<file path="src/rtl/key_beep_ctrl.sv">
`default_nettype none
// ============================================================================
//  Module      : key_beep_ctrl
//  Description : Key-driven buzzer controller. Each falling edge of the
//                debounced key steps IDLE -> TONE -> PATTERN -> IDLE.
//                TONE drives a continuous square wave; PATTERN gates the same
//                square wave with a repeating on/off envelope.
//  Revision    : 1.0 - initial release
// ============================================================================
module key_beep_ctrl #(
    parameter logic [15:0] TONE_DIV = 16'd12500,      // tone half-period in clocks
    parameter logic [25:0] BEEP_ON  = 26'd12_500_000, // envelope on-time in clocks
    parameter logic [25:0] BEEP_OFF = 26'd12_500_000  // envelope off-time in clocks
) (
    input  logic       sys_clk,
    input  logic       sys_rst,
    input  logic       key_flt,
    output logic       beep,
    output logic [1:0] beep_state
);

    // ------------------------------------------------------------------------
    // Constants
    // ------------------------------------------------------------------------
    // Terminal counts are precomputed; the pattern period is formed in 27 bits
    // so that BEEP_ON + BEEP_OFF can never overflow.
    localparam logic [15:0] C_TONE_LAST = TONE_DIV - 16'd1;
    localparam logic [26:0] C_PAT_ON    = {1'b0, BEEP_ON};
    localparam logic [26:0] C_PAT_LAST  = {1'b0, BEEP_ON} + {1'b0, BEEP_OFF} - 27'd1;

    // ------------------------------------------------------------------------
    // State encoding (2'd3 is never produced and recovers to IDLE)
    // ------------------------------------------------------------------------
    typedef enum logic [1:0] {
        ST_IDLE    = 2'd0,
        ST_TONE    = 2'd1,
        ST_PATTERN = 2'd2
    } state_t;

    state_t      state;
    logic        key_d;
    logic [15:0] tone_cnt;
    logic        tone_sq;
    logic [26:0] pat_cnt;

    logic        press;
    logic        tone_wrap;
    logic        pat_wrap;
    logic        gate;
    state_t      state_next;

    // ------------------------------------------------------------------------
    // Combinational decode of press, wraps, envelope and next state
    // ------------------------------------------------------------------------
    assign press     = key_d & ~key_flt;          // only the 1->0 edge counts
    assign tone_wrap = (tone_cnt == C_TONE_LAST);
    assign pat_wrap  = (pat_cnt == C_PAT_LAST);
    assign gate      = (pat_cnt < C_PAT_ON);

    // Next state taken on a press; any unexpected encoding falls back to IDLE.
    always_comb begin
        state_next = ST_IDLE;
        case (state)
            ST_IDLE:    state_next = ST_TONE;
            ST_TONE:    state_next = ST_PATTERN;
            ST_PATTERN: state_next = ST_IDLE;
            default:    state_next = ST_IDLE;
        endcase
    end

    // ------------------------------------------------------------------------
    // State, key history and tone/pattern counters
    // ------------------------------------------------------------------------
    // A press always wins over a counter wrap: the state advances and all
    // counters restart from zero on that same edge, so the new mode begins
    // with a fresh half-period and a fresh envelope.
    always_ff @(posedge sys_clk) begin
        if (sys_rst) begin
            state    <= ST_IDLE;
            key_d    <= 1'b1;
            tone_cnt <= 16'd0;
            tone_sq  <= 1'b0;
            pat_cnt  <= 27'd0;
        end else begin
            key_d <= key_flt;
            if (press) begin
                state    <= state_next;
                tone_cnt <= 16'd0;
                tone_sq  <= 1'b0;
                pat_cnt  <= 27'd0;
            end else begin
                case (state)
                    ST_IDLE: begin
                        tone_cnt <= 16'd0;
                        tone_sq  <= 1'b0;
                        pat_cnt  <= 27'd0;
                    end
                    ST_TONE: begin
                        if (tone_wrap) begin
                            tone_cnt <= 16'd0;
                            tone_sq  <= ~tone_sq;
                        end else begin
                            tone_cnt <= tone_cnt + 16'd1;
                        end
                        pat_cnt <= 27'd0;
                    end
                    ST_PATTERN: begin
                        if (tone_wrap) begin
                            tone_cnt <= 16'd0;
                            tone_sq  <= ~tone_sq;
                        end else begin
                            tone_cnt <= tone_cnt + 16'd1;
                        end
                        if (pat_wrap) begin
                            pat_cnt <= 27'd0;
                        end else begin
                            pat_cnt <= pat_cnt + 27'd1;
                        end
                    end
                    default: begin
                        state    <= ST_IDLE;
                        tone_cnt <= 16'd0;
                        tone_sq  <= 1'b0;
                        pat_cnt  <= 27'd0;
                    end
                endcase
            end
        end
    end

    // ------------------------------------------------------------------------
    // Buzzer drive decoded from registered state only
    // ------------------------------------------------------------------------
    always_comb begin
        beep = 1'b0;
        case (state)
            ST_TONE:    beep = tone_sq;
            ST_PATTERN: beep = tone_sq & gate;
            default:    beep = 1'b0;
        endcase
    end

    assign beep_state = state;

endmodule
`default_nettype wire

</file>
<file path="config.mk">
export PLATFORM = sky130hd
export DESIGN_NAME = key_beep_ctrl
export DESIGN_NICKNAME = d
export VERILOG_FILES = /design/src/rtl/key_beep_ctrl.sv
export SDC_FILE = /design/constraint.sdc
export NUM_CORES = 1
export LEC_CHECK = 0
export CORE_MARGIN = 2
export CORE_UTILIZATION = 45
export DETAILED_ROUTE_END_ITERATION = 8
export GPL_TIMING_DRIVEN = 0
export PLACE_DENSITY = 0.65
export SLEW_MARGIN = 20
export SYNTH_ARGS = -nofsm -noshare
export SYNTH_HDL_FRONTEND = slang
export SYNTH_SLANG_ARGS = --single-unit
</file>
<file path="constraint.sdc">
create_clock -name sys_clk -period 2.06 [get_ports sys_clk]
set_input_delay 0.412 -clock sys_clk [delete_from_list [all_inputs] [get_ports sys_clk]]
set_output_delay 0.412 -clock sys_clk [all_outputs]
set_load 0.02 [all_outputs]
</file>
# Yosys cells after proc, flatten, opt, wreduce, memory -nomap -nowiden
# Index checks and enable logic that the tools add are counted.
[word_totals]
elab_cells = 29
inputBits = 3
out_inout_bits = 3
ff_bits = 47
[op_classes]
n_addsub = 2
eq_ne = 5
n_reduce_logical = 6
n_bitwise = 6
order_cmp = 1
n_mux = 4
[op_table]
columns = ["operator", "n"]
rows = [
  ["27-bit by 1-bit adder with 27-bit output, second input constant", 1],
  ["27-bit by 25-bit equality test with 1-bit output, second input constant", 1],
  ["27-bit by 24-bit < comparator with 1-bit output, second input constant", 1],
  ["16-bit by 1-bit adder with 16-bit output, second input constant", 1],
  ["16-bit by 14-bit equality test with 1-bit output, second input constant", 1],
  ["4-bit OR reduction", 2],
  ["3-bit OR reduction", 2],
  ["2-bit two-way mux", 2],
  ["1-bit NOT", 4],
  ["2-bit one-hot mux with 2 select lines", 1],
  ["1-bit bitwise AND", 2],
  ["2-bit by 1-bit equality test with 1-bit output, second input constant", 1],
  ["2-bit equality test, second input constant", 1],
  ["2-bit logical NOT", 1],
  ["2-bit by 1-bit != test with 1-bit output, second input constant", 1],
  ["1-bit one-hot mux with 2 select lines", 1],
  ["2-bit OR reduction", 1],
]

# Depth between registers and ports, before layout
[logic_depth]
depth_word = 4
ltp_mapped = 6
ltp_nobuf = 6

# Worst setup path before layout
# OpenSTA, ideal clock, no wires.
[synth_timing]
kind = "register -> register"
from = "register pat_cnt[9]"
to = "register pat_cnt[5]"
n_path_buf = 1
setup_ps = 115
required_time_ps = 1945
slack_ps = 72
arrival_time_ps = 1873
stages_incl_launch_ff = 6
period_less_slack_ps = 1988
path_cell_list = "dfxtp_1 -> or4_4 -> or4_4 -> o21ai_4 -> buf_6 -> nor2_2"
[synth_via]
elab_chain_len = 2
[synth_rtl]
columns = ["element", "line_no", "rtl"]
rows = [
  ["from (decl)", "44", "logic [26:0] pat_cnt;"],
  ["from (signal assigned)", "117", "pat_cnt <= pat_cnt + 27'd1;"],
  ["27-bit by 25-bit equality test with 1-bit output", "57", "assign pat_wrap = (pat_cnt == C_PAT_LAST);"],
  ["4-bit OR reduction (no source line)", "n/a", ""],
]
# No other way between the ends.
# A chain may end at the register's enable or synchronous reset.

# Final worst setup path
[layout_timing]
from = "register pat_cnt[9]"
to = "output port beep"
[layout_via]
elab_chain_len = 3
[layout_rtl]
columns = ["element", "line_no", "rtl"]
rows = [
  ["27-bit by 24-bit < comparator with 1-bit output", "58", "assign gate = (pat_cnt < C_PAT_ON);"],
  ["1-bit bitwise AND", "138", "ST_PATTERN: beep = tone_sq & gate;"],
  ["1-bit one-hot mux with 2 select lines", "136", "case (state)"],
  ["to (decl)", "18", "output logic beep,"],
]
# No other way between the ends.

==> impl_results.md <==
- Iter 0 DRT Violations: 77
- RR Startpoint: pat_cnt[9]
- Critical Path Max Stage Delay: 530 ps
- Final net count: 285
- Vias in the first global route: 1752
- Gpl congestion: 0.811
- CTS root buf: clkbuf_8
- Most frequent cell after synthesis: dfxtp_1
- Failing checks: negative setup slack
- Pins Over Slew Limit: 0
- Post-synth top cells: dfxtp_1, nor2_1, xnor2_1
- Fin crit period: 2180 ps
- Worst path required time: 1650 ps
- Io pins: 6
- Critical Path Slowest Stage Cell: or4_4
- Power density cells: 613 nW/µm²
- Placed cells: 336
- Dpl hpwl: 3200 µm
- Area Overhead vs Synth: 14.4%
- Slew HR: 66.1%
- Clk sinks: 47
- Yosys reg bits: 47
- Via Count: 1881
- Number of flops mapped to enable cells by yosys: 0
- Row count: 26
- Final setup viols: 1
- Vias per cell: 5.44
- DRC viols: 0
- Clock Power Share: 40.1%
- Largest area contributor in the netlist: dfxtp_1
- Status: finished, violations left
- Synth Net Count: 270
- Clock transition at path regs: 70 ps
- Core Area: 5040 µm²
- Post-Synthesis Cells: 261
- Critical path class: reg2out
- Total CTS buffers: 5
- Drt first pass iters: 5
- Top post-synthesis cells by area: dfxtp_1, xnor2_1, nand4_1
- H-tree levels: 2
- Gr usage total: 17.6%
- Fmax achieved: 458 MHz
- Chip Width: 75.6 µm
- CP Launch Point: pat_cnt[9]
- Ys async rst share: 0%
- Initial core utilization: 45.8%
- Int Pwr: 1.29 mW
- ANT nets after route: 0
- Avg Synthesized Cell Area: 8.84 µm²
- Fin Clk Skew: 10.1 ps
- Worst Hold Class: reg2reg
- Sw Share: 20.2%
- Leakage: 0.750 nW
- Area share of the largest cell type after synthesis: 40.8%
- Critical Path Fanout Max: 5
- Drt total wl: 4590 µm
- Max Root-Sink Buffers: 2
- Crit. End Element: output pin
- IR drop worst, VDD: 0.257 mV
- Final WS setup: -124 ps
- Gate power share: 3.2%
- Pin count of the biggest net entering global routing: 14
- CP Cell Sequence: or4_4, o21bai_1, a211oi_1, nor3_1, buf_2
- Layout cells sized above 1: 18.5%
- Register share of total power: 56.7%
- Worst Reg2Reg Path Length in Cells: 6
- Remaining Overflow, GRT: 0
- Switch Pwr: 326 µW
- Unrepaired setup endpoints after global routing: true
- Critical Path Source Type: flip-flop
- Port bufs: 5
- FF-to-FF End: pat_cnt[13]
- First-pass GRT wire length: 7700 µm
- Final hold vios: 0
- Antenna Cells: 0
- Register-to-register setup slack: 20 ps
- Worst path arrival time: 1770 ps
- Netlist cell types: 35
- Post-CTS Hold Fix Bufs: 0
- Setup WS pre-CTS: -286 ps
- Post-synthesis sequential area ratio: 40.8%
- Worst hold-check slack: 450 ps
- Skew-Pair Late Insertion Delay: 300 ps
- Die ar.: 5720 µm²
- Setup crit end: beep
- Non-Filler Instances: 346
- DIE HEIGHT: 75.6 µm
- CTS tree: yes
- YS warnings: 0
- Synth Flop Type: dfxtp_1
- Initial antenna violation count: 0
- Final period utilization: 106%
- Max-Cap Viols: 0
- Final Power: 1.62 mW
- Worst Max-Slew Pin Slew: 508 ps
- Cell area after synthesis: 2310 µm²
- Wirelength per Cell: 13.3 µm
## power groups by stage
| stage | Sequential, mW | Combinational [mW] | Clock [mW] |
|---|---|---|---|
| 4_1_cts | 0.917 | 0.0472 | 0.678 |
| 2_1_floorplan | 0.941 | 0.0259 | 0 |
| 3_5_place_dp | 0.939 | 0.0465 | 0 |
| 6_report | 0.917 | 0.0512 | 0.649 |
| 3_3_place_gp | 0.939 | 0.0452 | 0 |
| 5_1_grt | 0.919 | 0.0574 | 0.708 |
## placed cells by master (no fill, tap or decap), types with 4 or more instances in the layout
master	instances
nor2_2	16
dfxtp_1	41
clkbuf_8	5
ha_1	5
nor3_1	6
o31ai_1	9
or3_1	4
inv_1	8
a21oi_2	4
a21oi_1	9
nand4_1	17
xor2_1	11
dfxtp_2	6
nor4_1	10
or4_1	9
nand2_1	14
nor2_1	26
clkdlybuf4s50_1	4
nand3_1	12
xnor2_1	18
## worst min path at each step
stage	start	endpoint	slack, ps	depth (start not counted)
5_1_grt	pat_cnt[0]	pat_cnt[0]	470	1
4_1_cts	tone_cnt[0]	tone_cnt[0]	500	1
3_3_place_gp	pat_cnt[0]	pat_cnt[0]	460	1
6_report	pat_cnt[0]	pat_cnt[0]	450	1
2_1_floorplan	tone_cnt[0]	tone_cnt[0]	440	1
3_5_place_dp	tone_cnt[0]	tone_cnt[0]	480	1
## cell type report
cell class                      count  area, µm²
Buffer                              5       48.8
Clock buffer                        6       72.6
Clock inverter                      1       30.0
Fill cell                         485       2400
Inverter                            8       30.0
Multi-Input combinational cell    199       1310
Sequential cell                    47        948
Tap cell                           70       87.6
Timing Repair Buffer               10        113
## routing by layer
layer  global-route usage, %  routed length [µm]
met2                    27.0                2080
met5                       0                   0
met1                    23.8                2270
met4                    7.21                  87
met3                    4.37                 149
## registers in the layout, summed over array words and instances, names as in the netlist
register    flops
pat_cnt        27
tone_cnt       16
beep_state      2
key_d           1
tone_sq         1
## cell families after synthesis
logic type,Yosys count,synth area share [%]
flops,47,40.8
fa+ha+maj,6,3.25
buf+inv,15,3.14
simple gates,135,33.0
xor+xnor,29,11.0
compound gates,29,8.84
## worst max-delay path, delay by kind of cell (launching register included)
family / cells / cell delay [ps]
AOI/OAI and AO/OA: 2 / 260
buffers and inverters: 1 / 200
DFF: 1 / 350
and+or+nand+nor: 2 / 680
## through the flow
stage / util (%) / setup TNS [ps] / area [µm²]
floorplan: - / 0 / 2310
global placement: 48.5 / -2330 / 2440
detailed placement: 48.5 / -2860 / 2440
CTS: 50.6 / -138 / 2550
global route: 52.4 / -315 / 2640
finish: 52.4 / -124 / 2640
## timing repair
action / in CTS / in global routing
setup endpoints to repair: 23 / 36
buffers inserted: 1 / 3
pin swaps: 1 / 3
cloned: 0 / 1
resized for setup: 8 / 12
(Power assumes the default switching activity.)
